==> src/rtl/hazard_detection_unit.sv <==
// ID-stage hazard unit: load-use / branch-operand stalls, taken-branch flush, halt-drain FSM.
// Optional saturating stall counter enabled by defining STALL_COUNTER_EN.
module hazard_detection_unit #(
  parameter int unsigned REG_ADDR_W = 5,
  parameter int unsigned N_DRAIN    = 3,
  parameter int unsigned CNT_W      = 32
) (
  input  logic                  i_clk,
  input  logic                  i_reset,
  input  logic [REG_ADDR_W-1:0] i_rs_ifid,
  input  logic [REG_ADDR_W-1:0] i_rt_ifid,
  input  logic                  i_uses_rs,
  input  logic                  i_uses_rt,
  input  logic                  i_branch_id,
  input  logic                  i_halt_id,
  input  logic [REG_ADDR_W-1:0] i_rd_idex,
  input  logic                  i_reg_write_idex,
  input  logic                  i_mem_read_idex,
  input  logic [REG_ADDR_W-1:0] i_rd_exmem,
  input  logic                  i_mem_read_exmem,
  input  logic                  i_branch_taken,
  output logic                  o_stall_pc,
  output logic                  o_stall_ifid,
  output logic                  o_flush_idex,
  output logic                  o_flush_ifid,
  output logic                  o_halted,
  output logic [CNT_W-1:0]      o_stall_cycles
);

  localparam int unsigned DW = (N_DRAIN > 1) ? $clog2(N_DRAIN) : 1;

  typedef enum logic [1:0] {
    ST_RUN,
    ST_DRAIN,
    ST_HALTED
  } state_t;

  state_t        r_state;
  logic [DW-1:0] r_drain;

  logic w_hit_ex;
  logic w_hit_mem;
  logic w_load_use;
  logic w_br_ex;
  logic w_br_mem;
  logic w_stall;
  logic w_halt_go;

  // Register 0 is hardwired, so it never forms a dependency.
  assign w_hit_ex  = (i_rd_idex != '0) &&
                     (((i_rd_idex == i_rs_ifid) && i_uses_rs) ||
                      ((i_rd_idex == i_rt_ifid) && i_uses_rt));
  assign w_hit_mem = (i_rd_exmem != '0) &&
                     (((i_rd_exmem == i_rs_ifid) && i_uses_rs) ||
                      ((i_rd_exmem == i_rt_ifid) && i_uses_rt));

  assign w_load_use = i_mem_read_idex && i_reg_write_idex && w_hit_ex;
  assign w_br_ex    = i_branch_id && i_reg_write_idex && w_hit_ex;
  assign w_br_mem   = i_branch_id && i_mem_read_exmem && w_hit_mem;
  assign w_stall    = w_load_use | w_br_ex | w_br_mem;

  // A stall invalidates the branch/halt decode; branch outranks a (malformed) halt.
  assign w_halt_go  = !w_stall && !i_branch_taken && i_halt_id;

  always_ff @(posedge i_clk) begin
    if (i_reset) begin
      r_state <= ST_RUN;
      r_drain <= '0;
    end else begin
      case (r_state)
        ST_RUN: begin
          if (w_halt_go) begin
            r_state <= ST_DRAIN;
            r_drain <= DW'(N_DRAIN - 1);
          end
        end
        ST_DRAIN: begin
          if (r_drain == '0) begin
            r_state <= ST_HALTED;
          end else begin
            r_drain <= r_drain - DW'(1);
          end
        end
        ST_HALTED: r_state <= ST_HALTED;
        default: begin
          r_state <= ST_RUN;
          r_drain <= '0;
        end
      endcase
    end
  end

  always_comb begin
    o_stall_pc   = 1'b0;
    o_stall_ifid = 1'b0;
    o_flush_idex = 1'b0;
    o_flush_ifid = 1'b0;
    o_halted     = 1'b0;
    if (!i_reset) begin
      case (r_state)
        ST_RUN: begin
          if (w_stall) begin
            o_stall_pc   = 1'b1;
            o_stall_ifid = 1'b1;
            o_flush_idex = 1'b1;
          end else if (i_branch_taken) begin
            o_flush_ifid = 1'b1;
          end else if (i_halt_id) begin
            o_stall_pc   = 1'b1;
            o_stall_ifid = 1'b1;
          end
        end
        ST_DRAIN: begin
          o_stall_pc   = 1'b1;
          o_stall_ifid = 1'b1;
          o_flush_idex = 1'b1;
        end
        ST_HALTED: begin
          o_stall_pc   = 1'b1;
          o_stall_ifid = 1'b1;
          o_flush_idex = 1'b1;
          o_halted     = 1'b1;
        end
        default: ;
      endcase
    end
  end

`ifdef STALL_COUNTER_EN
  logic [CNT_W-1:0] r_stall_cnt;

  always_ff @(posedge i_clk) begin
    if (i_reset) begin
      r_stall_cnt <= '0;
    end else if ((r_state == ST_RUN) && w_stall && (r_stall_cnt != '1)) begin
      r_stall_cnt <= r_stall_cnt + CNT_W'(1);
    end
  end

  assign o_stall_cycles = i_reset ? '0 : r_stall_cnt;
`else
  assign o_stall_cycles = '0;
`endif

endmodule
==> config.mk <==
export PLATFORM = sky130hd
export DESIGN_NAME = hazard_detection_unit
export DESIGN_NICKNAME = d
export VERILOG_FILES = /design/src/rtl/hazard_detection_unit.sv
export SDC_FILE = /design/constraint.sdc
export NUM_CORES = 1
export LEC_CHECK = 0
export CORE_MARGIN = 3
export CORE_UTILIZATION = 35
export CTS_BUF_LIST = sky130_fd_sc_hd__clkbuf_8
export DETAILED_ROUTE_END_ITERATION = 6
export GPL_TIMING_DRIVEN = 0
export PLACE_DENSITY = 0.84
export SLEW_MARGIN = 30
export SYNTH_ARGS = -nofsm -noshare
export SYNTH_HDL_FRONTEND = slang
export SYNTH_SLANG_ARGS = --single-unit
==> constraint.sdc <==
create_clock -name i_clk -period 2.95 [get_ports i_clk]
set_clock_uncertainty 0.2 [all_clocks]
set_input_delay 0.59 -clock i_clk [delete_from_list [all_inputs] [get_ports i_clk]]
set_output_delay 0.59 -clock i_clk [all_outputs]
set_load 0.02 [all_outputs]
==> metrics.txt, run 1 <==
Die W=55.8 um; CTS clk-pin slew, worst paths=30 ps; Mean Syn Cell Area=7.76 um2; register bit total from synthesis=4; Synth Flop Type=dfxtp_1; CP Max Fanout=4; asr flop ratio synth=0; Max Cap Viol=0; Reg area=80.1 um2; Seq pwr share=0.152; grt total ovfl=0; met2 WL=1370 um; yosys warns=0; nets=222; Routed WL=2450 um; peak supply drop=0.193 mV; worst path arrival time=2070 ps; Netlist cell types=27; Area after DPL=0.00136 mm2; Critical Path RT=2160 ps; global-route wire length before repair=3750 um; Switching Share=0.369; area delta synth->final=69.9%; Top Layer Used=met4; Leakage=0.811 nW; routed vias/inst=4.15; clock power share=0.262; Max Buffers Root-to-Sink=2; total power draw=420 uW; WL met1=876 um; area of the die=0.00312 mm2; met3 WL=178 um; initial antenna violation count=0; multi-input logic area=682 um2; CP Launch Type=primary input; root buffer cell=clkbuf_8; Die Ht=55.8 um; Cell Rows=17; post-synth top area share=0.285; setup TNS=0 ps; Worst Setup End Kind=primary output; Sink Count=4; port buffer count=34; Pint=265 uW; Initial Utilization=0.382; post-synth top area cell=buf_4; DRT antenna net count=0; Tmin final=2860 ps; fmax=349 MHz; Commonest cells post-synth=33 x buf_4, 20 x xnor2_1, 8 x inv_1, 8 x nand2_1, 5 x ha_1; FILL cells=197; crit share post-route=0.971; cell area after synthesis=870 um2; pin count of the biggest net entering global routing=6; PwrDens=284 mW/mm2; GPL Wtd Cong=0.775; WL per Instance=11.5 um; post-synthesis cell count=112; Final Hold Fails=0; Overall Global Routing Usage=0.146; Worst Reg-to-Reg Cells=5; worst hold path class=flip-flop to flip-flop; core area=0.00228 mm2; TritonCTS buffer count=3; most common cell in the synthesized netlist=buf_4; H-tree depth=1; WHS Path Cells=2; antenna diode count=0; Residual DRC=0; crit path kind=primary input to primary output; placed insts=205; initial DRC count=8; dpl hpwl=2030 um; vias post-DR=884; endpoints failing setup=0; largest cells by area after synthesis=buf_4 28%, xnor2_1 20%, dfxtp_1 9.2%; Finished Cell Area=0.00148 mm2; status=finished, final reports clean; IO Count=67; vias in the first global route=874; First-pass DRT Iterations=4; Finished Core Util=0.649; clock tree from TritonCTS=built; Slew Limit Fails=0; register area share after synthesis=0.0921; CTS Hold Buffers Added=0; share of cells above drive strength 1=0.330; Comb pwr share=0.585; number of synthesized flops with an enable pin=0; Post-Layout Cell Count=213; clock latency on the worst-skew pair=210 ps; switching pwr=155 uW
-- logic make-up (layout without fill, tap and decap cells) --
group                    count (synthesis)  in the layout  synth area share
buffers and inverters                   41             83             0.319
AND/OR/NAND/NOR                         23             23             0.131
XOR/XNOR                                20             20             0.201
AO/OA/AOI/OAI                           16             16             0.157
adder cells (fa/ha/maj)                  5              5            0.0719
flip-flops                               4              4            0.0921
multiplexers                             2              2            0.0230
other                                    1             32           0.00431
-- critical path, stage by stage --
cell and delay, ps:
buf_2 130, or3_4 380, o311a_1 330, a22oi_2 220, a31oi_2 130, buf_4 140, buf_4 140
-- cell type report --
| class | count | area share |
|---|---|---|
| repair buffers | 39 | 0.245 |
| flip-flops and latches | 4 | 0.0542 |
| plain buffers | 33 | 0.168 |
| inverters | 8 | 0.0203 |
| multi-input cells | 98 | 0.461 |
| clock buffers | 3 | 0.0279 |
| well taps | 28 | 0.0237 |
-- repair_timing --
action | CTS | global route
buffers inserted | 4 | 1
resized for setup | 38 | 17
setup endpoints to repair | 4 | 4
pin swaps | 7 | 9
-- sequential cells by signal (all words and copies together), names as in the netlist --
register / flops
r_drain: 2
r_state: 2
-- power by group through the flow --
stage	logic (mW)	clock network, mW	registers, mW
6_report	0.246	0.110	0.0640
5_1_grt	0.265	0.120	0.0650
4_1_cts	0.236	0.113	0.0638
3_5_place_dp	0.240	0	0.0645
3_3_place_gp	0.233	0	0.0640
2_1_floorplan	0.162	0	0.0638
-- path summary, 6_finish.rpt --
kind                               startpoint  slack [ps]          to
worst max-delay path            i_rd_exmem[2]          90  o_stall_pc
worst max register to register     r_state[0]        1270  r_drain[1]
worst min-delay path               r_drain[0]         280  r_drain[0]
worst min register to register     r_drain[0]         280  r_drain[0]
-- metal layers --
| metal | vias to the layer above | global-route usage |
|---|---|---|
| met3 | 2 | 0.0325 |
| met2 | 36 | 0.289 |
| met5 | - | 0 |
| li1 | 456 | - |
| met4 | 0 | 0.0373 |
| met1 | 390 | 0.154 |
-- metrics by stage --
| stage | worst slack [ps] | hold WS (ps) |
|---|---|---|
| after floorplan | 192 | 238 |
| after global placement | -715 | 251 |
| after detailed placement | -763 | 279 |
| after CTS | 2.38 | 283 |
| after global routing | -3.99 | 314 |
| final | 86.3 | 277 |
-- cells in the final DEF (no fill, tap or decap), types with 3 or more instances in the layout --
master and count:
clkdlybuf4s50_1 10, a221oi_2 3, buf_4 39, o21ai_0 3, nand2_1 8, xnor2_1 16
conb_1 32, clkbuf_8 3, xnor2_2 4, nand4_1 4, dlymetal6s2s_1 10, inv_1 8
dfxtp_1 4, nor2_1 4, dlygate4sd2_1 7, ha_1 5, buf_2 6
Note: power is estimated with default switching activity, not from simulation.
==> run 2, diff against run 1 <==
CORE_MARGIN = 2   (was 3)
PLACE_DENSITY = 0.94   (was 0.84)
==> metrics.txt, run 2 (same netlist as run 1, synthesis figures left out) <==
Residual DRC=0; setup ws final=64.6 ps; PwrDens=280 mW/mm2; DRT antenna net count=0; Sink Count=4; Leakage=0.843 nW; initial DRC count=11; Routed WL=2340 um; Tmin final=2890 ps; Slew Limit Fails=0; worst path bufs/invs=3; worst path arrival time=2100 ps; root buffer cell=clkbuf_8; Die W=53.8 um; CTS Hold Buffers Added=0; H-tree depth=1; vias post-DR=892; WL per Instance=10.8 um; CP Launch Type=primary input; peak supply drop=0.293 mV; Initial Utilization=0.361; Critical Path RT=2160 ps; grt total ovfl=0; clock tree from TritonCTS=built; GPL Wtd Cong=0.769; most crowded layer after global routing=met2; CP cell instances=buf_2, or3_1, o311a_1, a22oi_2, a31oi_2, buf_4, buf_4; CTS clk-pin slew, worst paths=30 ps; Final Hold Fails=0; crit share post-route=0.978; RSZ-0062 raised after global routing=no; Crit path top cell by count=buf_4; Cell Rows=18; routed vias/inst=4.13; global-route wire length before repair=3220 um; Max Cap Viol=0; met2 usage=0.325; dpl hpwl=1730 um; crit path kind=primary input to primary output; Die Ht=53.8 um; port buffer count=34; met1 GRT Util=0.138; antenna diode count=0; status=finished, final reports clean; endpoints failing setup=0; TritonCTS buffer count=3; Max Buffers Root-to-Sink=2; Largest regs=r_drain: 2 flops, r_state: 2 flops; Finished Cell Area=0.00149 mm2; core area=0.00241 mm2; Worst path top cell family by delay=compound AO/OA/AOI/OAI gates; most frequent cells in the layout=40 x buf_4, 32 x conb_1, 18 x xnor2_1; max incr delay on CP=380 ps; most common cell after layout, fill and taps aside=buf_4; Slowest-stage cell, CP=or3_1; nets=223; pin count of the biggest net entering global routing=6; Overall Global Routing Usage=0.153; fmax=347 MHz; initial antenna violation count=0; met3 Usage GRT=0.0139; share of cells above drive strength 1=0.323; area delta synth->final=71.4%; vias in the first global route=796; area of the die=0.00290 mm2; worst hold path class=flip-flop to flip-flop; Area after DPL=0.00136 mm2; clock latency on the worst-skew pair=210 ps; Worst Setup End Kind=primary output; First-pass DRT Iterations=4; FILL cells=214; IO Count=67; pre-CTS setup slack=-720 ps; CP Max Fanout=4
run 2: cell types whose count changed in the layout (fill, tap and decap cells not counted), sizes merged:
cell | before | now
dlymetal6s2s | 10 | 15
clkbuf | 3 | 4
dlygate4sd2 | 7 | 2
run 2: path summary, 6_finish.rpt:
kind | from | endpoint | slack [ps] | cells after the start
max | i_rd_exmem[1] | o_stall_pc | 60 | 7
min | r_drain[0] | r_drain[0] | 260 | 2
max reg2reg | r_state[0] | r_drain[1] | 1270 | 5
min reg2reg | r_drain[0] | r_drain[0] | 260 | 2
run 2: power breakdown:
group	switching, mW	leakage, nW	internal (mW)
Clock	0.0247	0.0216	0.0866
Sequential	0.00343	0.0327	0.0605
Combinational	0.125	0.788	0.118
run 2: tightest hold or removal path: stages (launching register included):
cell	delay [ps]
dfxtp_1	300
nand2_1	50
mux2i_1	60
run 2: metrics by stage:
step	total power, mW	setup TNS [ps]	hold slack (ps)	util	instances
after floorplan	0.226	0	238	-	143
after global placement	0.299	-2640	251	0.566	207
after detailed placement	0.302	-2690	261	0.566	207
after CTS	0.417	-31.0	265	0.599	215
after global routing	0.446	0	300	0.618	216
final	0.418	0	264	0.618	216
run 2: what timing repair did:
| action | CTS | global route |
|---|---|---|
| pin swaps | 5 | 9 |
| setup buffers | 5 | 1 |
| setup endpoints to repair | 4 | 4 |
| resized for setup | 30 | 21 |
run 2: cell type report:
class / count / area [um2] / share of cell area
buffer: 33 / 248 / 0.166
clock buffer: 3 / 41.3 / 0.0277
inverter: 8 / 30.0 / 0.0202
tap: 30 / 37.5 / 0.0252
timing repair buffer: 40 / 388 / 0.260
sequential: 4 / 80.1 / 0.0537
multi-input combinational: 98 / 666 / 0.447
run 2: metal layers:
| metal | wire length (um) | up-vias | share of wire |
|---|---|---|---|
| met4 | 48 | 0 | 0.021 |
| met2 | 1300 | 44 | 0.55 |
| met1 | 805 | 383 | 0.34 |
| met5 | 0 | - | 0 |
| li1 | - | 459 | - |
| met3 | 187 | 6 | 0.080 |
==> run 3, diff against run 2 <==
CORE_UTILIZATION = 37   (was 35)
PLACE_DENSITY = 0.95   (was 0.94)
clock period = 3.4 ns   (was 2.95 ns; I/O delays follow)
==> metrics.txt, run 3 (same netlist as run 1, synthesis figures left out) <==
Slowest-stage cell, CP=or3_1; routed vias/inst=4.01; initial antenna violation count=0; WL met1=806 um; CP Max Fanout=4; switching pwr=128 uW; Cell Rows=17; DRT antenna net count=0; dpl hpwl=1810 um; global-route wire length before repair=3190 um; worst path bufs/invs=3; CP cell instances=dlygate4sd2_1, or3_1, o311a_1, a22oi_2, a31oi_2, buf_4, clkdlybuf4s15_2; vias post-DR=846; Seq pwr share=0.154; Worst Setup End Kind=primary output; Critical Path RT=2520 ps; PwrDens=248 mW/mm2; CTS clk-pin slew, worst paths=30 ps; RSZ-0062 raised after global routing=no; Max Cap Viol=0; Tmin final=3300 ps; Worst path top cell family by delay=compound AO/OA/AOI/OAI gates; area of the die=0.00275 mm2; endpoints failing setup=0; vias in the first global route=784; TritonCTS buffer count=3; clock tree from TritonCTS=built; H-tree depth=1; worst hold path class=flip-flop to flip-flop; First-pass DRT Iterations=4; share of cells above drive strength 1=0.268; area delta synth->final=66.8%; Pint=232 uW; status=finished, final reports clean; met3 WL=116 um; CP Launch Type=primary input; core area=0.00221 mm2; grt total ovfl=0; Max Buffers Root-to-Sink=2; Top Layer Used=met3; root buffer cell=clkbuf_8; hold slack=269 ps; worst path arrival time=2420 ps; met2 WL=1070 um; Die Ht=52.5 um; clock power share=0.264; Slew Limit Fails=0; Largest regs=r_drain: 2 flops, r_state: 2 flops; Sink Count=4; fmax=303 MHz; GPL Wtd Cong=0.843; crit path kind=primary input to primary output; placed insts=205; max incr delay on CP=400 ps; most frequent cells in the layout=36 x buf_4, 32 x conb_1, 25 x clkdlybuf4s50_1; clock latency on the worst-skew pair=210 ps; FILL cells=198; Switching Share=0.356; nets=220; initial DRC count=6; pin count of the biggest net entering global routing=6; crit share post-route=0.970; antenna diode count=0; Leakage=0.700 nW; Die W=52.5 um; WL per Instance=9.45 um; Final Hold Fails=0; port buffer count=34; Routed WL=2000 um; Overall Global Routing Usage=0.153; Comb pwr share=0.582; IO Count=67; peak supply drop=0.187 mV; Initial Utilization=0.393; Residual DRC=0; Post-Layout Cell Count=211; most common cell after layout, fill and taps aside=buf_4
==> run 3: path summary, 6_finish.rpt <==
path | depth (start not counted) | start | slack, ps | to
setup / recovery | 7 | i_rd_exmem[0] | 100 | o_stall_pc
hold / removal | 2 | r_drain[0] | 270 | r_drain[0]
setup reg to reg | 5 | r_state[0] | 1720 | r_drain[1]
hold reg to reg | 2 | r_drain[0] | 270 | r_drain[0]
==> run 3: final cells by class <==
cell class | count | area [um2] | share of cell area
multi-input cells | 98 | 652 | 0.450
repair buffers | 37 | 364 | 0.251
plain buffers | 33 | 248 | 0.171
flip-flops and latches | 4 | 80.1 | 0.0552
clock buffers | 3 | 41.3 | 0.0285
well taps | 28 | 35.0 | 0.0242
inverters | 8 | 30.0 | 0.0207
==> run 3: per-stage QoR <==
step | cell area (um2) | util | setup WS [ps] | power [mW] | setup TNS [ps]
after global placement | 1360 | 0.615 | -446 | 0.258 | -1590
after detailed placement | 1360 | 0.615 | -461 | 0.263 | -1640
after floorplan | 986 | - | 462 | 0.196 | 0
final | 1450 | 0.656 | 101 | 0.360 | 0
after global routing | 1450 | 0.656 | 4.35 | 0.385 | 0
after CTS | 1410 | 0.638 | 2.84 | 0.358 | 0
==> run 3: routing by layer <==
metal  global-route usage  up-vias
li1                     -      455
met1                0.182      364
met2                0.281       27
met3               0.0257        0
met4               0.0385        0
met5                    0        -
==> run 3: power groups by stage <==
stage / Sequential [mW] / Clock (mW) / Combinational, mW
final: 0.0556 / 0.0950 / 0.209
after CTS: 0.0554 / 0.0978 / 0.204
after floorplan: 0.0554 / 0 / 0.140
after global routing: 0.0560 / 0.102 / 0.227
after global placement: 0.0557 / 0 / 0.202
after detailed placement: 0.0560 / 0 / 0.207
==> run 3: repair_timing <==
action | in CTS | in global routing
pin swaps | 2 | 6
setup endpoints to repair | 4 | 4
hold buffers | 0 | 0
buffers inserted | 1 | 2
endpoints found under the hold margin | 0 | 0
gates resized for setup | 11 | 6
==> run 3: worst register-to-register path, delay by kind of cell (launching register included) <==
| kind | cells | cell delay (ps) |
|---|---|---|
| AOI/OAI and AO/OA | 3 | 700 |
| adders and majority gates | 1 | 250 |
| buffers and inverters | 1 | 100 |
| DFF | 1 | 350 |
